<file path="config.mk">
export PLATFORM = sky130hd
export DESIGN_NAME = chebyshev_term_gen
export DESIGN_NICKNAME = d
export VERILOG_FILES = /design/src/rtl/chebyshev_pkg.sv /design/src/rtl/chebyshev_fx_step.sv /design/src/rtl/chebyshev_term_gen.sv
export SDC_FILE = /design/constraint.sdc
export NUM_CORES = 1
export LEC_CHECK = 0
export ABC_AREA = 1
export CORE_ASPECT_RATIO = 0.7
export CORE_UTILIZATION = 55
export CTS_CLUSTER_DIAMETER = 100
export DETAILED_ROUTE_END_ITERATION = 6
export GPL_ROUTABILITY_DRIVEN = 0
export HOLD_SLACK_MARGIN = 0.08
export PLACE_DENSITY = 0.79
export SLEW_MARGIN = 25
export SYNTH_ARGS = -nofsm -noshare
export SYNTH_HDL_FRONTEND = slang
export SYNTH_HIERARCHICAL = 1
export SYNTH_SLANG_ARGS = --single-unit
export TNS_END_PERCENT = 10
</file>
<file path="constraint.sdc">
create_clock -name clock -period 16.4 [get_ports clock]
set_clock_uncertainty 0.05 [all_clocks]
set_input_delay 2.46 -clock clock [delete_from_list [all_inputs] [get_ports clock]]
set_output_delay 2.46 -clock clock [all_outputs]
set_load 0.005 [all_outputs]
</file>
<file path="src/rtl/chebyshev_pkg.sv">
// Shared definitions for the Chebyshev term generator.
//   state_t        : FSM state encoding (IDLE, RUN)
//   *_DEF          : default DATA_WIDTH / FRAC_BITS / ORDER_WIDTH
//   ONE            : 1.0 in the default fixed-point format
//   sat_to_width() : clamp a signed value into a signed w-bit range
package chebyshev_pkg;

    typedef enum logic {
        IDLE = 1'b0,
        RUN  = 1'b1
    } state_t;

    localparam int DATA_WIDTH_DEF  = 16;
    localparam int FRAC_BITS_DEF   = 14;
    localparam int ORDER_WIDTH_DEF = 6;

    localparam logic signed [DATA_WIDTH_DEF-1:0] ONE = DATA_WIDTH_DEF'(1) << FRAC_BITS_DEF;

    // Works on a 64-bit carrier so one function serves any width up to 63 bits.
    function automatic longint sat_to_width(input longint v, input int w);
        longint hi;
        longint lo;
        hi = (longint'(1) <<< (w - 1)) - longint'(1);
        lo = -(longint'(1) <<< (w - 1));
        if (v > hi) begin
            return hi;
        end else if (v < lo) begin
            return lo;
        end else begin
            return v;
        end
    endfunction

endpackage

</file>
<file path="src/rtl/chebyshev_fx_step.sv">
// One step of the Chebyshev recurrence, purely combinational:
//   t_next = sat((x * t_cur) >>> (FRAC_BITS-1) - t_prev)
// Ports:
//   x, t_cur, t_prev : signed DATA_WIDTH operands, Q(DATA_WIDTH-FRAC_BITS).FRAC_BITS
//   t_next           : saturated signed DATA_WIDTH result
module chebyshev_fx_step
    import chebyshev_pkg::*;
#(
    parameter int DATA_WIDTH = DATA_WIDTH_DEF,
    parameter int FRAC_BITS  = FRAC_BITS_DEF
) (
    input  logic signed [DATA_WIDTH-1:0] x,
    input  logic signed [DATA_WIDTH-1:0] t_cur,
    input  logic signed [DATA_WIDTH-1:0] t_prev,
    output logic signed [DATA_WIDTH-1:0] t_next
);

    localparam int PW = 2 * DATA_WIDTH;

    logic signed [PW-1:0] prod;
    logic signed [PW-1:0] scaled;
    logic signed [PW:0]   diff;

    // Shifting by FRAC_BITS-1 folds the factor of two into the rescale.
    assign prod   = x * t_cur;
    assign scaled = prod >>> (FRAC_BITS - 1);

    // The difference is kept at full product width plus one so that even the
    // (-1.0 * -1.0)-style corner cases reach the saturator without wrapping.
    assign diff = {scaled[PW-1], scaled}
                - {{(PW + 1 - DATA_WIDTH){t_prev[DATA_WIDTH-1]}}, t_prev};

    assign t_next = DATA_WIDTH'(sat_to_width(longint'(diff), DATA_WIDTH));

endmodule

</file>
<file path="src/rtl/chebyshev_term_gen.sv">
// Iterative Chebyshev term generator: after a start in IDLE it latches x and
// N, then streams T_0(x) .. T_N(x), one term per accepted transfer.
// Ports:
//   clock, resetn        : rising-edge clock, async active-low reset
//   start                : begin a sequence (sampled only in IDLE)
//   x_in, order_in       : argument x and highest index N
//   out_valid/out_ready  : output handshake
//   out_data/out_index   : current term T_k and its index k
//   out_last             : k == N
//   busy                 : a sequence is in progress
//   done                 : one-cycle pulse after the final transfer
//   fsm_state            : current FSM state, for observation
// Handshake: a term transfers on a rising edge where out_valid && out_ready.
// While out_valid && !out_ready every out_* signal holds and nothing advances.
module chebyshev_term_gen
    import chebyshev_pkg::*;
#(
    parameter int DATA_WIDTH  = DATA_WIDTH_DEF,
    parameter int FRAC_BITS   = FRAC_BITS_DEF,
    parameter int ORDER_WIDTH = ORDER_WIDTH_DEF
) (
    input  logic                          clock,
    input  logic                          resetn,
    input  logic                          start,
    input  logic signed [DATA_WIDTH-1:0]  x_in,
    input  logic        [ORDER_WIDTH-1:0] order_in,
    output logic                          out_valid,
    input  logic                          out_ready,
    output logic signed [DATA_WIDTH-1:0]  out_data,
    output logic        [ORDER_WIDTH-1:0] out_index,
    output logic                          out_last,
    output logic                          busy,
    output logic                          done,
    output state_t                        fsm_state
);

    localparam logic signed [DATA_WIDTH-1:0] ONE_W = DATA_WIDTH'(1) << FRAC_BITS;

    state_t                       state;
    logic signed [DATA_WIDTH-1:0] x_reg;
    logic signed [DATA_WIDTH-1:0] t_cur;
    logic signed [DATA_WIDTH-1:0] t_prev;
    logic signed [DATA_WIDTH-1:0] t_step;
    logic signed [DATA_WIDTH-1:0] t_next;
    logic        [ORDER_WIDTH-1:0] k;
    logic        [ORDER_WIDTH-1:0] n_reg;
    logic                          last_reg;
    logic                          done_reg;

    chebyshev_fx_step #(
        .DATA_WIDTH (DATA_WIDTH),
        .FRAC_BITS  (FRAC_BITS)
    ) u_step (
        .x      (x_reg),
        .t_cur  (t_cur),
        .t_prev (t_prev),
        .t_next (t_step)
    );

    // T_1 = x exactly; the general recurrence would give 2x from (ONE, 0).
    assign t_next = (k == '0) ? x_reg : t_step;

    always_ff @(posedge clock or negedge resetn) begin
        if (!resetn) begin
            state    <= IDLE;
            x_reg    <= '0;
            t_cur    <= '0;
            t_prev   <= '0;
            k        <= '0;
            n_reg    <= '0;
            last_reg <= 1'b0;
            done_reg <= 1'b0;
        end else begin
            done_reg <= 1'b0;
            case (state)
                IDLE: begin
                    if (start) begin
                        x_reg    <= x_in;
                        n_reg    <= order_in;
                        t_cur    <= ONE_W;
                        t_prev   <= '0;
                        k        <= '0;
                        last_reg <= (order_in == '0);
                        state    <= RUN;
                    end
                end
                RUN: begin
                    if (out_ready) begin
                        if (k == n_reg) begin
                            last_reg <= 1'b0;
                            done_reg <= 1'b1;
                            state    <= IDLE;
                        end else begin
                            t_prev   <= t_cur;
                            t_cur    <= t_next;
                            k        <= k + 1'b1;
                            last_reg <= ((k + 1'b1) == n_reg);
                        end
                    end
                end
                default: state <= IDLE;
            endcase
        end
    end

    // Every output is a register or a decode of the state register only.
    assign out_valid = (state == RUN);
    assign busy      = (state == RUN);
    assign out_data  = t_cur;
    assign out_index = k;
    assign out_last  = last_reg;
    assign done      = done_reg;
    assign fsm_state = state;

endmodule

</file>
[After elaboration in Yosys (flattened, before gate mapping)]
Cells that the tools add are included.
Storage, ports and cells
  register bits: 63
  bits in latches: 0
  bits in writable memories: 0
  ROM bits: 0
  input bits: 26
  output and inout port bits: 27
  logic and storage cells: 50
  memories kept: 0
Cells by class
  $add $sub $neg: 2
  multipliers: 1
  divide/modulo/power cells: 0
  order comparisons: 2
  equality and inequality tests: 5
  shifts and indexed selects: 0
  multiplexer cells: 26
  bitwise gates (word level): 1
  reductions and logical operators: 5
Operators by type and width (number)
  $mux W16: 9
  $pmux W16 S2: 2
  $mul A16 B16 Y32: 1
  $gt A20 B16 Y1 const B: 1
  $lt A20 B16 Y1 const B: 1
  $sub A19 B16 Y20: 1
  $mux W6: 3
  $eq A6 B6 Y1: 2
  $logic_not A6 Y1: 2
  $pmux W6 S2: 1
  $mux W1: 9
  $add A6 B1 Y6 const B: 1
  $ne A2 B2 Y1 const B: 3
  $pmux W1 S2: 2
  $reduce_and A2 Y1: 2
  $reduce_and A3 Y1: 1
  $not A1 Y1: 1

[Depth between registers and ports, before layout]
  word-level depth: 9
  gate-level depth with buffers: 46
  gate-level depth less buffers: 43

[Hierarchy]
Netlist, hierarchy kept.
By module, submodules not included
  chebyshev_fx_step: instances 1, cells an instance 1619, area an instance 11705.0 um^2, sequential area each 0.0 um^2
  chebyshev_term_gen: instances 1, cells an instance 422, area an instance 3186.8 um^2, sequential area each 1576.5 um^2

[Worst setup path after synthesis]
OpenSTA, ideal clock, no wires.
  path type: flip-flop to flip-flop
  start: reg x_reg[15]
  end: reg t_cur[14], in the netlist out_data[14]
  setup time: 117 ps
  arrival time: 7199 ps
  data required time: 16233 ps
  path slack: 9034 ps
  stages on the path, launching flop included: 39
  path buffers: 2
  period minus slack after synthesis: 7366 ps
  cells stage by stage: dfrtp_1 clkbuf_1 nand2_1 inv_1 fa_1 inv_1 fa_1 inv_1 fa_1 fa_1 fa_1 inv_1 fa_1 inv_1 ha_1 a21oi_1 o21ai_0 a211oi_1 [3 not listed] ha_1 nand2_1 nor2_1 and3_1 nand2_1 nand2_1 nand2_1 nand2_1 nand2_1 nor2_1 nand2_1 nand2_2 buf_6 nand2_1 a21oi_1 o21ai_0 nand3_1 nand2_1
Between the ends
  longest elaborated chain between the ends: 9
  elaborated cells between the ends (all ways): 10
  those cells by class: 1 x add/sub; 1 x mul; 2 x order compare; 6 x mux
RTL lines
  start: declaration: line chebyshev_term_gen.sv:40  | logic signed [DATA_WIDTH-1:0] x_reg;
  start signal: assignment: line chebyshev_term_gen.sv:78  | x_reg <= x_in;
  $mul A16 B16 Y32 *: line chebyshev_fx_step.sv:25  | assign prod = x * t_cur;
  $sub A19 B16 Y20 *: line chebyshev_fx_step.sv:31  | - {{(PW + 1 - DATA_WIDTH){t_prev[DATA_WIDTH-1]}}, t_prev};
  $lt A20 B16 Y1: line chebyshev_pkg.sv:27  | end else if (v < lo) begin
  $mux W16: line chebyshev_pkg.sv:27
  $mux W16 *: line chebyshev_pkg.sv:25  | if (v > hi) begin
  via t_step[14]: line chebyshev_term_gen.sv:43  | logic signed [DATA_WIDTH-1:0] t_step;
  $mux W16 *: line chebyshev_term_gen.sv:61  | assign t_next = (k == '0) ? x_reg : t_step;
  $mux W16 *: line chebyshev_term_gen.sv:89  | if (k == n_reg) begin
  $mux W16 *: line chebyshev_term_gen.sv:88  | if (out_ready) begin
  $pmux W16 S2 *: line chebyshev_term_gen.sv:75  | case (state)
  end signal: assignment: line chebyshev_term_gen.sv:95  | t_cur <= t_next;
  end: declaration: line chebyshev_term_gen.sv:41  | logic signed [DATA_WIDTH-1:0] t_cur;
The timed path passes the listed nets; every way through them passes the cells marked *. The select of a mux whose other input is x is not followed.
A chain may end at the register's enable or synchronous reset.

[Worst setup path in the final report]
  start: reg t_cur[1], in the netlist out_data[1]
  end: reg t_cur[5], in the netlist out_data[5]
Between the ends
  longest elaborated chain between the ends: 9
  elaborated cells between the ends (all ways): 10
  those cells by class: 1 x add/sub; 1 x mul; 2 x order compare; 6 x mux
RTL lines (line)
  $mul A16 B16 Y32 *: chebyshev_fx_step.sv:25
  $sub A19 B16 Y20 *: chebyshev_fx_step.sv:31
  $lt A20 B16 Y1: chebyshev_pkg.sv:27
  $mux W16: chebyshev_pkg.sv:27
  $mux W16 *: chebyshev_pkg.sv:25
  via t_step[5]: chebyshev_term_gen.sv:43
  $mux W16 *: chebyshev_term_gen.sv:61
  $mux W16 *: chebyshev_term_gen.sv:89
  $mux W16 *: chebyshev_term_gen.sv:88
  $pmux W16 S2 *: chebyshev_term_gen.sv:75
Marks and branches as above.

==> results.sh <==
export IMPL_run_status="finished, final reports clean"
export IMPL_clk_path_buf_depth=2
export IMPL_synthArstFlopShare_pct=100
export IMPL_critPathMostFrequentCell="nand2_1"
export IMPL_cp_arrival_ns=9.01
export IMPL_synth_distinct_cells=42
export IMPL_die_area_um2=27700
export IMPL_drive_gt1_share_pct=3.14
export IMPL_core_area_um2=26100
export IMPL_post_cts_repair_setup_buffers=0
export IMPL_slew_violations=0
export IMPL_setup_tns_ns=0
export IMPL_grt_usage_pct=31.0
export IMPL_worstSetupPathType="reg2reg"
export IMPL_syn_num_nets=2429
export IMPL_synthTopCellsByArea="fa_1 (35%), nand2_1 (16%), inv_1 (13%)"
export IMPL_first_pass_iters=7
export IMPL_synth_area_leader_cell="fa_1"
export IMPL_vias=12800
export IMPL_ys_seq_elements=63
export IMPL_syn_area_um2=14900
export IMPL_max_stage_delay_ns=0.80
export IMPL_synth_top_cell_area_share_pct=35.2
export IMPL_diodes=0
export IMPL_startpoint_type="register"
export IMPL_timing_fmax_mhz=114
export IMPL_hold_buffers=0
export IMPL_rows=49
export IMPL_hold_class="reg2reg"
export IMPL_die_height_um=140
export IMPL_slew_headroom_pct=24.6
export IMPL_fin_crit_ns=8.78
export IMPL_cts_resized_gates=0
export IMPL_synth_edf_count=0
export IMPL_wire_per_inst_um=17.0
export IMPL_cts_sinks=63
export IMPL_syn2layout_area_growth_pct=7.03
export IMPL_grt_overflow=0
export IMPL_seq_area_frac_synth_pct=10.6
export IMPL_setup_violations=0
export IMPL_ios=53
export IMPL_grt_pass1_wl_mm=66.4
export IMPL_yosysMostFrequentCell="nand2_1"
export IMPL_path_max_fanout=19
export IMPL_h_tree_depth=3
export IMPL_finalCritPeriodShare_pct=53.5
export IMPL_grt_pass1_vias=13100
export IMPL_worstPathRequired_ns=16.63
export IMPL_yosys_warnings=6
export IMPL_cts_buffers=9
export IMPL_die_w_um=199
export IMPL_antenna_found_initial=0
export IMPL_wirelength_mm=40.7
export IMPL_worst_slew_pin_slew_ns=1.13
export IMPL_hpwl_mm=31.6
export IMPL_synth_main_ff_cell="dfrtp_1"
export IMPL_rsz0062_at_grt="false"
export IMPL_synth_common_cells="nand2_1 (636), inv_1 (519), fa_1 (262), ha_1 (100)"
export IMPL_grt_max_degree=64
export IMPL_nFillCells=2335
export IMPL_synth_avg_cell_area_um2=7.30
export IMPL_cap_viol_max_count=0
export IMPL_cts_root_buf="clkbuf_16"
export IMPL_final_antenna_net_count=0
export IMPL_insertion_delay_ns=0.35
export IMPL_cts_tree="yes"
export IMPL_slowest_stage="fa_1"
export IMPL_drt_iter0_drc=1540
export IMPL_cp_end_kind="register"
export IMPL_port_buffers=52
export IMPL_clk_pin_slew_worst_paths_ns=0.06
export IMPL_netlist_instances=2041
export IMPL_vias_per_cell=5.34
export IMPL_final_nets=2423
export IMPL_start_util_pct=57.0
export IMPL_final_hold_viol_count=0
export IMPL_drc_errors=0
-- logic make-up after synthesis --
logic type | after synthesis | synth area share (%)
adders and majority gates | 362 | 43.6
xor gates and xnor gates | 39 | 2.29
buffers and inverters | 610 | 15.8
AOI/OAI and AO/OA | 119 | 4.34
DFF | 63 | 10.6
and+or+nand+nor | 848 | 23.4
-- area by class of cell --
cell class                 instances  area [um^2]  area share [%]
tap                              357          447            2.80
multi-input combinational       1368        11000            68.8
clock inverter                     7          105           0.659
clock buffer                       9          225            1.41
inverter                         523         1960            12.3
timing repair buffer              70          651            4.08
sequential                        63         1580            9.89
-- cells in the final DEF, fill, tap and decap left out, types with 2 or more instances in the layout --
cell type / n
nor4_1: 3
nor2_1: 69
or2_2: 4
o21a_1: 2
and2_1: 2
a21oi_1: 71
nand2_2: 7
nand2_1: 636
fa_1: 262
o21ai_0: 28
nand4_1: 22
xor2_1: 19
nand3b_1: 20
dfrtp_1: 63
o21ai_2: 2
nand3_1: 65
inv_1: 519
xnor2_1: 20
nand3_2: 3
clkbuf_16: 9
bufinv_16: 2
nor2_2: 9
clkdlybuf4s50_1: 51
ha_1: 100
inv_2: 4
a21o_1: 4
buf_4: 18
nor3_1: 6
a31oi_1: 3
clkinv_4: 2
-- per-layer routing --
metal | vias up | part of all wire, % | GRT usage [%]
li1 | 5909 | - | -
met1 | 6125 | 42 | 43.4
met2 | 670 | 43 | 47.1
met3 | 98 | 11 | 7.63
met4 | 0 | 3.5 | 9.68
met5 | - | 0 | 0
-- path summary, 6_finish.rpt --
path	end	start	slack (ns)	cells after the start
max	out_data[5]	out_data[1]	7.62	36
min	t_prev[11]	t_prev[11]	0.42	2
max reg2reg	out_data[5]	out_data[1]	7.62	36
min reg2reg	t_prev[11]	t_prev[11]	0.42	2
max in group asynchronous	t_prev[5]	resetn	13.48	2
min in group asynchronous	n_reg[5]	resetn	2.23	2
-- worst max-delay path, delay by kind of cell (launching register included) --
family,cells,cell delay (ns)
flops,1,0.64
buf+inv,5,0.61
simple gates,17,1.93
compound gates,6,1.29
fa+ha+maj,8,4.16
-- through the flow --
step                cell area, um^2  setup slack (ns)  std cells  util [%]  hold WS, ns
floorplan                     14900              9.03       2041         -        0.392
finish                        15900              7.62       2397      61.0        0.422
detailed placement            15600              7.87       2381      59.8        0.410
global placement              15600              8.06       2381      59.8        0.404
CTS                           15900              7.83       2397      61.0        0.425
global route                  15900              7.05       2397      61.0        0.444
Power is left out: the tool's default activity adds up to more than one toggle a clock period on the data nets, which glitch-free logic cannot reach.
